## src/rtl/instr_type.sv

```systemverilog
// instr_type: shared load kind/exception types and the load legality check
package instr_type;

    typedef enum logic [2:0] {
        lk_lb,
        lk_lh,
        lk_lw,
        lk_lbu,
        lk_lhu,
        lk_invalid
    } load_kind_t;

    typedef enum logic [1:0] {
        le_none,
        le_misaligned,
        le_illegal
    } load_exc_t;

    function automatic load_exc_t load_check(input load_kind_t k, input logic [1:0] a);
        return k == lk_invalid ? le_illegal :
               (((k == lk_lh || k == lk_lhu) && a[0]) || (k == lk_lw && a != 2'b00)) ? le_misaligned :
               le_none;
    endfunction

endpackage

```

## src/rtl/load_extend.sv

```systemverilog
// load_extend: pick the addressed byte/halfword from a read word and extend it
module load_extend
    import instr_type::*;
#(
    parameter int XLEN = 32
) (
    input  load_kind_t        kind,
    input  logic [1:0]        off,
    input  logic [XLEN-1:0]   rdata,
    output logic [XLEN-1:0]   data
);

    logic [7:0]  b;
    logic [15:0] h;

    // Little-endian lane select, then sign/zero extension by load kind
    always_comb begin
        b = rdata[8*off +: 8];
        h = rdata[16*off[1] +: 16];
        data = kind == lk_lb  ? {{(XLEN-8){b[7]}}, b} :
               kind == lk_lbu ? {{(XLEN-8){1'b0}}, b} :
               kind == lk_lh  ? {{(XLEN-16){h[15]}}, h} :
               kind == lk_lhu ? {{(XLEN-16){1'b0}}, h} :
               rdata;
    end

endmodule

```

## src/rtl/load_unit.sv

```systemverilog
// load_unit: single-outstanding load FSM with alignment checks and result extension
module load_unit
    import instr_type::*;
#(
    parameter int XLEN = 32
) (
    input  logic              clk,
    input  logic              rst,
    input  logic              in_valid,
    output logic              in_ready,
    input  load_kind_t        in_kind,
    input  logic [XLEN-1:0]   in_addr,
    input  logic [4:0]        in_rd,
    output logic              mem_req_valid,
    input  logic              mem_req_ready,
    output logic [XLEN-1:0]   mem_addr,
    input  logic              mem_resp_valid,
    input  logic [XLEN-1:0]   mem_rdata,
    output logic              out_valid,
    input  logic              out_ready,
    output logic [4:0]        out_rd,
    output logic [XLEN-1:0]   out_data,
    output load_exc_t         out_exc
);

    localparam logic [1:0] S_IDLE = 2'd0;
    localparam logic [1:0] S_REQ  = 2'd1;
    localparam logic [1:0] S_WAIT = 2'd2;
    localparam logic [1:0] S_DONE = 2'd3;

    logic [1:0]      state;
    logic            ready_q;
    load_kind_t      kind_q;
    logic [XLEN-1:0] addr_q;
    logic [4:0]      rd_q;
    logic [XLEN-1:0] data_q;
    load_exc_t       exc_q;
    load_exc_t       exc;
    logic [XLEN-1:0] ext;
    logic            accept;

    load_extend #(.XLEN(XLEN)) u_ext (
        .kind  (kind_q),
        .off   (addr_q[1:0]),
        .rdata (mem_rdata),
        .data  (ext)
    );

    assign exc           = load_check(in_kind, in_addr[1:0]);
    assign accept        = state == S_IDLE && ready_q && in_valid;
    assign in_ready      = ready_q;
    assign mem_req_valid = state == S_REQ;
    assign out_valid     = state == S_DONE;
    assign mem_addr      = {addr_q[XLEN-1:2], 2'b00};
    assign out_rd        = rd_q;
    assign out_data      = data_q;
    assign out_exc       = exc_q;

    // in_ready is registered so it stays low through reset and has no input path
    always_ff @(posedge clk) begin
        if (!rst) begin
            state   <= S_IDLE;
            ready_q <= 1'b0;
            kind_q  <= lk_lb;
            addr_q  <= '0;
            rd_q    <= '0;
            data_q  <= '0;
            exc_q   <= le_none;
        end else begin
            ready_q <= (state == S_IDLE && !accept) || (state == S_DONE && out_ready);
            case (state)
                S_IDLE: if (accept) begin
                    kind_q <= in_kind;
                    addr_q <= in_addr;
                    rd_q   <= in_rd;
                    exc_q  <= exc;
                    data_q <= '0;
                    state  <= exc == le_none ? S_REQ : S_DONE;
                end
                S_REQ:  if (mem_req_ready) state <= S_WAIT;
                S_WAIT: if (mem_resp_valid) begin
                    data_q <= ext;
                    state  <= S_DONE;
                end
                default: if (out_ready) state <= S_IDLE;
            endcase
        end
    end

endmodule

```

## config.mk

```make
export PLATFORM = sky130hd
export DESIGN_NAME = load_unit
export DESIGN_NICKNAME = d
export VERILOG_FILES = /design/src/rtl/instr_type.sv /design/src/rtl/load_extend.sv /design/src/rtl/load_unit.sv
export SDC_FILE = /design/constraint.sdc
export NUM_CORES = 1
export LEC_CHECK = 0
export CORE_MARGIN = 2
export CORE_UTILIZATION = 46
export DETAILED_ROUTE_END_ITERATION = 12
export PLACE_DENSITY_LB_ADDON = 0.05
export SYNTH_ARGS = -nofsm -noshare
export SYNTH_HDL_FRONTEND = slang
export SYNTH_HIERARCHICAL = 1
export SYNTH_SLANG_ARGS = --single-unit
export TNS_END_PERCENT = 30
```

## constraint.sdc

```tcl
create_clock -name clk -period 2.1 [get_ports clk]
set_clock_uncertainty 0.2 [all_clocks]
set_input_delay 0.525 -clock clk [delete_from_list [all_inputs] [get_ports clk]]
set_output_delay 0.525 -clock clk [all_outputs]
set_load 0.05 [all_outputs]
```

==> reports/results.tsv <==
stage	metric	value	unit
final_layout	drive_gt1_share	27.3	%
final_layout	fin_area	5940	um2
final_layout	nNetsFinal	711	
global_routing	grt_pass1_vias	3804	
global_routing	grt_max_degree	79	
die	dieArea	10100	um2
global_routing	grtUsageTotal	23.1	%
clock_network	clock_latency	340	ps
sta	fin_setup_tns	0	ps
power	p_clk_share	18.4	%
final_layout	area_growth	39.1	%
final_layout	finalCoreUtilization	65.2	%
placed_design	dp_hpwl	8500	um
detailed_routing	drcViolationCount	0	
power	p_int	3230	uW
synth	async_flop_share	0	%
detailed_routing	wl	11600	um
placed_design	io_buffers	149	
die	std_cell_rows	35	
global_routing	grt_pass1_wl	18500	um
min_path	min_path_type	flop to flop	
synth	netlist_instances	488	
synth	yosysSeqAreaShare	36.1	%
clock_network	htree_num_levels	3	
power	seqPwrFrac	31.2	%
job	maxCapViolCount	0	
power	p_leak	0.00226	uW
setup_path	crit_path_start_kind	input pin	
synth	synth_edf_count	0	
die	io_pins	152	
setup_path	path_class	input pin to flop	
clock_network	cts.sinks	77	
setup_path	required	2130	ps
detailed_routing	vias	3919	
final_layout	nFillCells	786	
setup_path	path_cells	clkdlybuf4s50_1, mux4_2, nand2_4, o221ai_1, a22oi_2, nor2b_1	
run_status	outcome	complete, no violations	
power	power_switching	2410	uW
synth	avgSynthCellArea	8.76	um2
setup_path	critical-path-slowest-cell	mux4_2	
sta	period_needed	2040	ps
synth	yosysWarningCount	6	
clock_network	cts_tree	done	
die	initial_utilization	46.9	%
sta	maxSlewViolCount	0	
clock_network	cts_buffer_depth	2	
sta	fin_crit_sh	97.0	%
clock_network	numCtsBuffers	9	
sta	setup-violations-final	0	
power	swShare	42.7	%
die	core	9110	um2
detailed_routing	wl_per_cell	15.5	um
setup_path	cp_max_fo	7	
setup_path	cpPeakStageDelay	560	ps
global_routing	grt_overflow	0	
sta	finalHoldViolations	0	
global_routing	antenna_found_initial	0	
power	combPwrFrac	50.4	%
setup_path	endpoint_kind	flop	
detailed_routing	drt_iter0_drc	144	
final_layout	ff_latch_area	1540	um2
setup_path	critPathTopFamily	multiplexers	
final_layout	diodes	0	
synth	ys_types	50	
clock_network	path_clk_slew	90	ps
synth	synth_flop_cell	dfxtp_1	
power	power_density	949	nW/um2
sta	rsz0062_at_grt	no	
synth	syn_area	4270	um2
detailed_routing	via_per_inst	5.26	
synth	synth_seq_cells	77	
die	chipHeight	100	um
detailed_routing	ant_nets	0	
clock_network	cts-root-buf	clkbuf_8	
die	die_w	100	um
power	peakVddDrop	0.773	mV
setup_path	path_buf_inv	1	
final_layout	multi_input_area	2220	um2
setup_path	arrival	2070	ps
placed_design	dpl_cell_area	5750	um2
detailed_routing	dr.pass1.iters	5	
placed_design	place_congestion	0.891	
sta	timing.fmax	491	MHz
sequential cells by signal, indices dropped and copies added, names as in the netlist:
| signal | flops |
|---|---|
| out_exc | 2 |
| out_rd | 5 |
| out_data | 32 |
| state | 2 |
| kind_q | 3 |
| in_ready | 1 |
| addr_q | 32 |
final cells by class:
type | instances | share of cell area, %
Multi-Input combinational cell | 329 | 37.3
Timing Repair Buffer | 200 | 30.6
Sequential cell | 77 | 26.0
Tap cell | 111 | 2.34
Clock buffer | 9 | 2.08
Clock inverter | 7 | 0.947
Inverter | 12 | 0.758
stage by stage:
stage | hold WS, ps | instances | setup WS, ps | power (uW)
2_1_floorplan | 240 | 489 | 206 | 3790
3_3_place_gp | 249 | 729 | -257 | 4580
3_5_place_dp | 256 | 729 | -292 | 4620
4_1_cts | 270 | 745 | 63.4 | 5680
5_1_grt | 292 | 745 | 4.30 | 5980
6_report | 266 | 745 | 62.0 | 5640
per-layer routing:
| layer | vias to the layer above | wire length (um) | part of all wire [%] | global-route usage (%) |
|---|---|---|---|---|
| li1 | 1948 | - | - | - |
| met1 | 1810 | 4930 | 43 | 29.3 |
| met2 | 148 | 5630 | 49 | 38.8 |
| met3 | 13 | 827 | 7.1 | 5.57 |
| met4 | 0 | 199 | 1.7 | 7.38 |
| met5 | - | 0 | 0 | 0 |
synth_stat cells, types with 2 or more instances:
| master | count | area [um2] |
|---|---|---|
| inv_1 | 12 | 45.0 |
| a22oi_1 | 17 | 128 |
| mux4_2 | 8 | 180 |
| o221ai_1 | 8 | 70.1 |
| a22oi_2 | 15 | 188 |
| o21ai_1 | 16 | 80.1 |
| buf_2 | 9 | 45.0 |
| nand2b_1 | 3 | 18.8 |
| clkbuf_1 | 15 | 56.3 |
| buf_4 | 38 | 285 |
| nor3_1 | 8 | 40.0 |
| mux2i_1 | 3 | 30.0 |
| a32oi_1 | 8 | 70.1 |
| nor2b_1 | 36 | 225 |
| nand3b_1 | 3 | 22.5 |
| nand2_1 | 100 | 375 |
| or2_1 | 2 | 12.5 |
| a31oi_1 | 9 | 56.3 |
| nand3_1 | 10 | 50.1 |
| dfxtp_1 | 77 | 1540 |
| ha_1 | 4 | 50.1 |
| a21boi_0 | 42 | 315 |
| buf_6 | 8 | 90.1 |
| nor2_1 | 4 | 15.0 |
| o21ai_0 | 8 | 40.0 |
repair_timing:
| item | in CTS | in global routing |
|---|---|---|
| endpoints found under the hold margin | 0 | 0 |
| setup buffers | 0 | 0 |
| gates resized for setup | 0 | 5 |
| endpoints found under the setup margin | 0 | 6 |
| hold buffers | 0 | 0 |
kinds of logic after synthesis:
family	count (synthesis)	share of synthesized area [%]
multiplexers	13	5.53
adder cells (fa/ha/maj)	5	1.41
other	1	0.0878
AND/OR/NAND/NOR	174	19.1
buffers and inverters	83	12.3
flip-flops	77	36.1
XOR/XNOR	4	1.44
AO/OA/AOI/OAI	131	24.0
tightest hold or removal path: stages (launching register included):
cell,delay (ps)
dfxtp_1,320
nand2_1,50
a21boi_0,60
power by group through the flow:
stage / combinational, uW / clock, uW / sequential (uW)
floorplan: 1830 / 0 / 1960
global placement: 2800 / 0 / 1780
detailed placement: 2820 / 0 / 1790
CTS: 2830 / 1090 / 1760
global route: 3060 / 1140 / 1780
finish: 2850 / 1040 / 1760
placed cells by master, fill, tap and decap left out, types with 10 or more instances in the layout:
cell type and n:
clkdlybuf4s50_1 76, nand3_1 10, a22oi_1 17, buf_4 113
o21ai_1 16, a21boi_0 42, nor2b_1 36, inv_1 12
a22oi_2 15, dfxtp_1 76, nand2_1 100
worst paths after layout:
check / end / slack [ps] / from / depth (start not counted)
max: out_data[9] / 60 / mem_rdata[31] / 6
max reg2reg: out_data[0] / 120 / addr_q[0] / 6
min: addr_q[21] / 270 / addr_q[21] / 2
min reg2reg: addr_q[21] / 270 / addr_q[21] / 2
(Power assumes the default switching activity.)
